### config.mk
export PLATFORM = sky130hd
export DESIGN_NAME = zelda_collision_probe
export DESIGN_NICKNAME = d
export VERILOG_FILES = /design/src/rtl/zelda_collision_probe.sv
export SDC_FILE = /design/constraint.sdc
export NUM_CORES = 1
export LEC_CHECK = 0
export CELL_PAD_IN_SITES_DETAIL_PLACEMENT = 1
export CELL_PAD_IN_SITES_GLOBAL_PLACEMENT = 2
export CORE_MARGIN = 2
export CORE_UTILIZATION = 35
export DETAILED_ROUTE_END_ITERATION = 8
export GPL_ROUTABILITY_DRIVEN = 0
export GPL_TIMING_DRIVEN = 0
export PLACE_DENSITY = 0.81
export SLEW_MARGIN = 20
export SYNTH_ARGS = -nofsm -noshare
export SYNTH_HDL_FRONTEND = slang
export SYNTH_SLANG_ARGS = --single-unit
### constraint.sdc
create_clock -name clock -period 8.4 [get_ports clock]
set_clock_uncertainty 0.1 [all_clocks]
set_input_delay 1.68 -clock clock [delete_from_list [all_inputs] [get_ports clock]]
set_output_delay 1.68 -clock clock [all_outputs]
set_load 0.05 [all_outputs]
### src/rtl/zelda_collision_probe.sv
// Walkability probe in front of background_collision_rom: checks the four inset
// corners of a sprite bounding box and reports pass/block with fixed latency.
module zelda_collision_probe #(
    parameter int          MAP_W    = 500,
    parameter int          MAP_H    = 500,
    parameter int          SPRITE_W = 32,
    parameter int          SPRITE_H = 32,
    parameter int          INSET    = 4,
    parameter logic [3:0]  WALKABLE = 4'h0
) (
    input  logic        clock,
    input  logic        reset_n,
    input  logic        req,
    input  logic [9:0]  pos_x,
    input  logic [9:0]  pos_y,
    output logic        busy,
    output logic        done,
    output logic        blocked,
    output logic [3:0]  hit_code,
    output logic [17:0] collision_address,
    input  logic [3:0]  q_collision
);

    localparam logic [2:0] S_IDLE   = 3'd0;
    localparam logic [2:0] S_BOUNDS = 3'd1;
    localparam logic [2:0] S_ISSUE  = 3'd2;
    localparam logic [2:0] S_DRAIN  = 3'd3;
    localparam logic [2:0] S_REPORT = 3'd4;

    localparam logic [10:0] MAP_W_L    = 11'(MAP_W);
    localparam logic [10:0] MAP_H_L    = 11'(MAP_H);
    localparam logic [10:0] SPRITE_W_L = 11'(SPRITE_W);
    localparam logic [10:0] SPRITE_H_L = 11'(SPRITE_H);

    logic [2:0]  state_q, state_d;
    logic [9:0]  pos_x_q, pos_x_d;
    logic [9:0]  pos_y_q, pos_y_d;
    logic [2:0]  cyc_q, cyc_d;
    logic [17:0] addr_q, addr_d;
    logic        done_q, done_d;
    logic        blocked_q, blocked_d;
    logic [3:0]  hit_q, hit_d;

    logic        accept;
    logic        out_of_bounds;
    logic        sample_en;
    logic [1:0]  corner_sel;
    logic [17:0] xl, xr, yt, yb, cx, cy;
    logic [17:0] corner_addr;

    // A new request is taken in IDLE or during the REPORT (done) cycle.
    assign accept = req && ((state_q == S_IDLE) || (state_q == S_REPORT));

    assign out_of_bounds = (({1'b0, pos_x_q} + SPRITE_W_L) > MAP_W_L) ||
                           (({1'b0, pos_y_q} + SPRITE_H_L) > MAP_H_L);

    assign xl = 18'(pos_x_q) + 18'(INSET);
    assign xr = 18'(pos_x_q) + 18'(SPRITE_W - 1 - INSET);
    assign yt = 18'(pos_y_q) + 18'(INSET);
    assign yb = 18'(pos_y_q) + 18'(SPRITE_H - 1 - INSET);

    // Corner order TL, TR, BL, BR: bit0 selects right, bit1 selects bottom.
    assign corner_sel  = (state_q == S_BOUNDS) ? 2'd0 : 2'(cyc_q + 3'd1);
    assign cx          = corner_sel[0] ? xr : xl;
    assign cy          = corner_sel[1] ? yb : yt;
    assign corner_addr = cy * 18'(MAP_W) + cx;

    // ROM data for the corner issued two edges earlier arrives while cyc_q is 1..4.
    assign sample_en = ((state_q == S_ISSUE) || (state_q == S_DRAIN)) && (cyc_q != 3'd0);

    always_comb begin
        // NOTE: every next-state signal gets its hold value first so no latch is inferred.
        state_d   = state_q;
        pos_x_d   = pos_x_q;
        pos_y_d   = pos_y_q;
        cyc_d     = cyc_q;
        addr_d    = addr_q;
        done_d    = 1'b0;
        blocked_d = blocked_q;
        hit_d     = hit_q;

        if (sample_en && (q_collision != WALKABLE)) begin
            blocked_d = 1'b1;
            if (!blocked_q) hit_d = q_collision;
        end

        case (state_q)
            S_IDLE, S_REPORT: begin
                state_d = S_IDLE;
                if (accept) begin
                    state_d   = S_BOUNDS;
                    pos_x_d   = pos_x;
                    pos_y_d   = pos_y;
                    blocked_d = 1'b0;
                    hit_d     = 4'h0;
                end
            end
            S_BOUNDS: begin
                if (out_of_bounds) begin
                    state_d   = S_REPORT;
                    done_d    = 1'b1;
                    blocked_d = 1'b1;
                    hit_d     = 4'hF;
                end else begin
                    state_d = S_ISSUE;
                    addr_d  = corner_addr;
                    cyc_d   = 3'd0;
                end
            end
            S_ISSUE: begin
                addr_d = corner_addr;
                cyc_d  = cyc_q + 3'd1;
                if (cyc_q == 3'd2) state_d = S_DRAIN;
            end
            S_DRAIN: begin
                cyc_d = cyc_q + 3'd1;
                if (cyc_q == 3'd4) begin
                    state_d = S_REPORT;
                    done_d  = 1'b1;
                end
            end
            default: state_d = S_IDLE;
        endcase
    end

    // NOTE: state registers use non-blocking assignments so all flops update together.
    always_ff @(posedge clock or negedge reset_n) begin
        if (!reset_n) begin
            state_q   <= S_IDLE;
            pos_x_q   <= '0;
            pos_y_q   <= '0;
            cyc_q     <= '0;
            addr_q    <= '0;
            done_q    <= 1'b0;
            blocked_q <= 1'b0;
            hit_q     <= 4'h0;
        end else begin
            state_q   <= state_d;
            pos_x_q   <= pos_x_d;
            pos_y_q   <= pos_y_d;
            cyc_q     <= cyc_d;
            addr_q    <= addr_d;
            done_q    <= done_d;
            blocked_q <= blocked_d;
            hit_q     <= hit_d;
        end
    end

    assign busy              = (state_q == S_BOUNDS) || (state_q == S_ISSUE) || (state_q == S_DRAIN);
    assign done              = done_q;
    assign blocked           = blocked_q;
    assign hit_code          = hit_q;
    assign collision_address = addr_q;

endmodule

==> implementation parameters <==
Parameter                              Value

Run status
  Outcome    finished, final reports clean

Clocking
  Clock network latency to the later pin of the worst-skew pair    310 ps
  Clock tree from TritonCTS    yes
  Post-cts gate resize count    0
  Total clock sinks    50
  Count of hold-fix buffers inserted at cts    0
  CTS Root Cell    sky130_fd_sc_hd__clkbuf_16
  Clock tree buffer depth    2
  Post-CTS setup buffer count    0
  TritonCTS buffer count    5
  Number of H-tree levels    2
  Clock transition at the registers of the reported paths    70 ps

Setup path
  Largest delay share family, worst path    adder cells
  Biggest cell delay along the critical path    560 ps
  Type of element launching the critical path    register
  Critical Path RT    8540 ps
  Cell repeated most along the worst path    sky130_fd_sc_hd__ha_1
  Total buffers and inverters traversed by the critical path    3
  Maximum fanout count along the critical path    7
  Class of the most critical setup path    reg -> reg
  Critical-path cell with the highest stage delay    sky130_fd_sc_hd__fa_1
  Element type at the critical path end    register
  Data arrival time of the critical path    7010 ps
  Series of cell instances along the critical path    inv_1, ha_1, nor2b_1, a21oi_1, o21ai_0, xnor2_1, ha_1, inv_1, fa_1, fa_1, fa_1, inv_1, ha_1, nand3_1, o22ai_1, nor2_1, xnor2_1, ha_1, o21ai_0, a221oi_2, nand3_1, or4_1, nand3_1

Synthesis
  Average cell area after synthesis    9.24 um2
  Portion of the post-synthesis area used by sequential elements    24.9%
  Area of the mapped netlist    0.00503 mm2
  Number of enable-type register cells in the synthesized netlist    0
  Most used standard cells in the synthesized netlist    76 x sky130_fd_sc_hd__inv_1, 56 x sky130_fd_sc_hd__ha_1, 50 x sky130_fd_sc_hd__dfrtp_1
  Total number of yosys warnings    0
  Seq cells post-synth    50
  Ys async rst share    100%
  Cell taking the most area after synthesis    sky130_fd_sc_hd__dfrtp_1
  Cell variety after synth    61
  Post-synth top area share    24.9%
  Post-synthesis net count    660
  Dominant cells by area after synthesis    sky130_fd_sc_hd__dfrtp_1 25%, sky130_fd_sc_hd__ha_1 14%, sky130_fd_sc_hd__fa_1 13%
  Number of instances in the synthesized netlist    545
  Top-count cell post-synth    sky130_fd_sc_hd__inv_1
  Most used flip-flop cell after synthesis    sky130_fd_sc_hd__dfrtp_1

Finish
  Layout cell share with drive strength beyond 1    6.46%
  Total inserted antenna cells    0
  Syn-to-layout area delta    17.8%
  Nets@finish    718
  Final instance count without filler cells    784
  Fill cell count    1662

Detailed routing
  Routed vias    3977
  Post-DR wirelength/cell    15.6 um
  Total Wirelength    12200 um
  Post-detailed-route DRC marker count    0
  Initial drt markers    113
  TritonRoute pass-1 iters    4
  Count of antenna-violating nets left after detailed routing    0
  Vias per inst    5.07

STA
  Hold Violations, Final    0
  Number of pins with negative max-slew slack in the final report    0
  Number of failing setup endpoints in the final timing report    0
  Part of the cycle the worst path needs    81.8%
  Worst slew pin tran    975 ps
  Setup tns final    0 ps
  Worst-case headroom to the max-slew limit    34.4%
  RSZ-0062 raised after global routing    false
  Achievable Freq    146 MHz
  Shortest period the worst path allows    6870 ps

Global route
  Global Route Usage Sum    17.9%
  Number of antenna violations at the first check in global routing    0
  Largest net degree at the start of global routing    51
  Via count of the first global-routing pass    4290
  Grt ovf    0
  Global-route wire length before repair    21100 um

Die
  Vertical die dimension    124 um
  Die outline width    124 um
  Die Outline Area    0.0154 mm2
  Effective utilization at floorplan    36.0%
  Number of primary I/O pins    52
  Core ar.    0.0140 mm2
  Number of core rows    43

Placement
  Port buffer count    51
  Cell count after placement    776
  Dpl hpwl    9990 um

Worst hold path
  Hold Crit Class    reg -> reg

Run
  Maximum capacitance violations    0
==> registers in the layout (all words and copies together), names as in the netlist <==
register / cells
collision_address: 18
pos_x_q: 10
pos_y_q: 10
hit_code: 4
cyc_q: 3
state_q: 3
blocked: 1
done: 1
==> layout make-up <==
cell class	count	area, um2	area share [%]
Buffer	10	47.5	0.802
Clock buffer	7	133	2.24
Clock inverter	1	30.0	0.506
Inverter	76	285	4.81
Multi-Input combinational cell	409	3450	58.2
Sequential cell	50	1250	21.1
Tap cell	180	225	3.80
Timing Repair Buffer	51	508	8.57
==> tightest hold or removal path, delay by kind of cell (launching register included) <==
family           cells  cell delay, ps
flip-flops           1             340
AO/OA/AOI/OAI        1              60
AND/OR/NAND/NOR      1              50
==> stage by stage <==
step	setup slack [ps]	hold WS [ps]	util, %	area [um2]
finish	1530	377	42.4	5930
global route	902	426	42.4	5930
CTS	1470	383	42.4	5930
detailed placement	1600	366	41.2	5770
global placement	1420	360	41.2	5770
floorplan	2320	422	-	5030
==> cells in the final DEF, fill, tap and decap left out, drive strengths merged, types with 2 or more instances in the layout <==
| master | count |
|---|---|
| nand2 | 47 |
| o211ai | 5 |
| inv | 76 |
| a21boi | 4 |
| or3 | 6 |
| dfrtp | 50 |
| or2 | 3 |
| a21oi | 19 |
| nor4 | 2 |
| a211o | 2 |
| a211oi | 3 |
| o31ai | 2 |
| nor3 | 7 |
| fa | 32 |
| o2111a | 2 |
| o21a | 8 |
| xor2 | 16 |
| nor2 | 20 |
| or4 | 2 |
| a21o | 4 |
| o21bai | 3 |
| buf | 4 |
| mux2i | 8 |
| o2111ai | 4 |
| nor3b | 2 |
| nand3 | 16 |
| clkbuf | 14 |
| and3 | 4 |
| nor4bb | 2 |
| xnor2 | 31 |
| nand4 | 2 |
| clkdlybuf4s50 | 50 |
| nor2b | 9 |
| ha | 56 |
| o21ai | 51 |
| mux2 | 15 |
| nand2b | 8 |
==> final timing paths <==
path,start,end,slack [ps],cells after the start
worst max-delay path,cyc_q[0],collision_address[16],1530,23
worst min-delay path,collision_address[12],collision_address[12],380,2
worst max register to register,cyc_q[0],collision_address[16],1530,23
worst min register to register,collision_address[12],collision_address[12],380,2
max in group asynchronous,reset_n,collision_address[16],6450,1
min in group asynchronous,reset_n,hit_code[1],1310,1
==> logic make-up (layout without fill, tap and decap cells) <==
group / Yosys count / after routing / synth area share (%)
flip-flops: 50 / 50 / 24.9
buffers and inverters: 86 / 145 / 6.61
adder cells (fa/ha/maj): 88 / 88 / 26.6
AO/OA/AOI/OAI: 119 / 119 / 15.4
AND/OR/NAND/NOR: 132 / 132 / 13.2
multiplexers: 23 / 23 / 4.95
XOR/XNOR: 47 / 47 / 8.33
==> per-layer routing <==
| metal | up-vias | global-route usage [%] | wire, um |
|---|---|---|---|
| met5 | - | 0 | 0 |
| met4 | 0 | 6.18 | 214 |
| met3 | 13 | 2.98 | 311 |
| met2 | 46 | 30.9 | 6020 |
| met1 | 1952 | 22.5 | 5650 |
| li1 | 1966 | - | - |
Power is left out: the tool's default activity adds up to more than one toggle a clock period on the data nets, which glitch-free logic cannot reach.
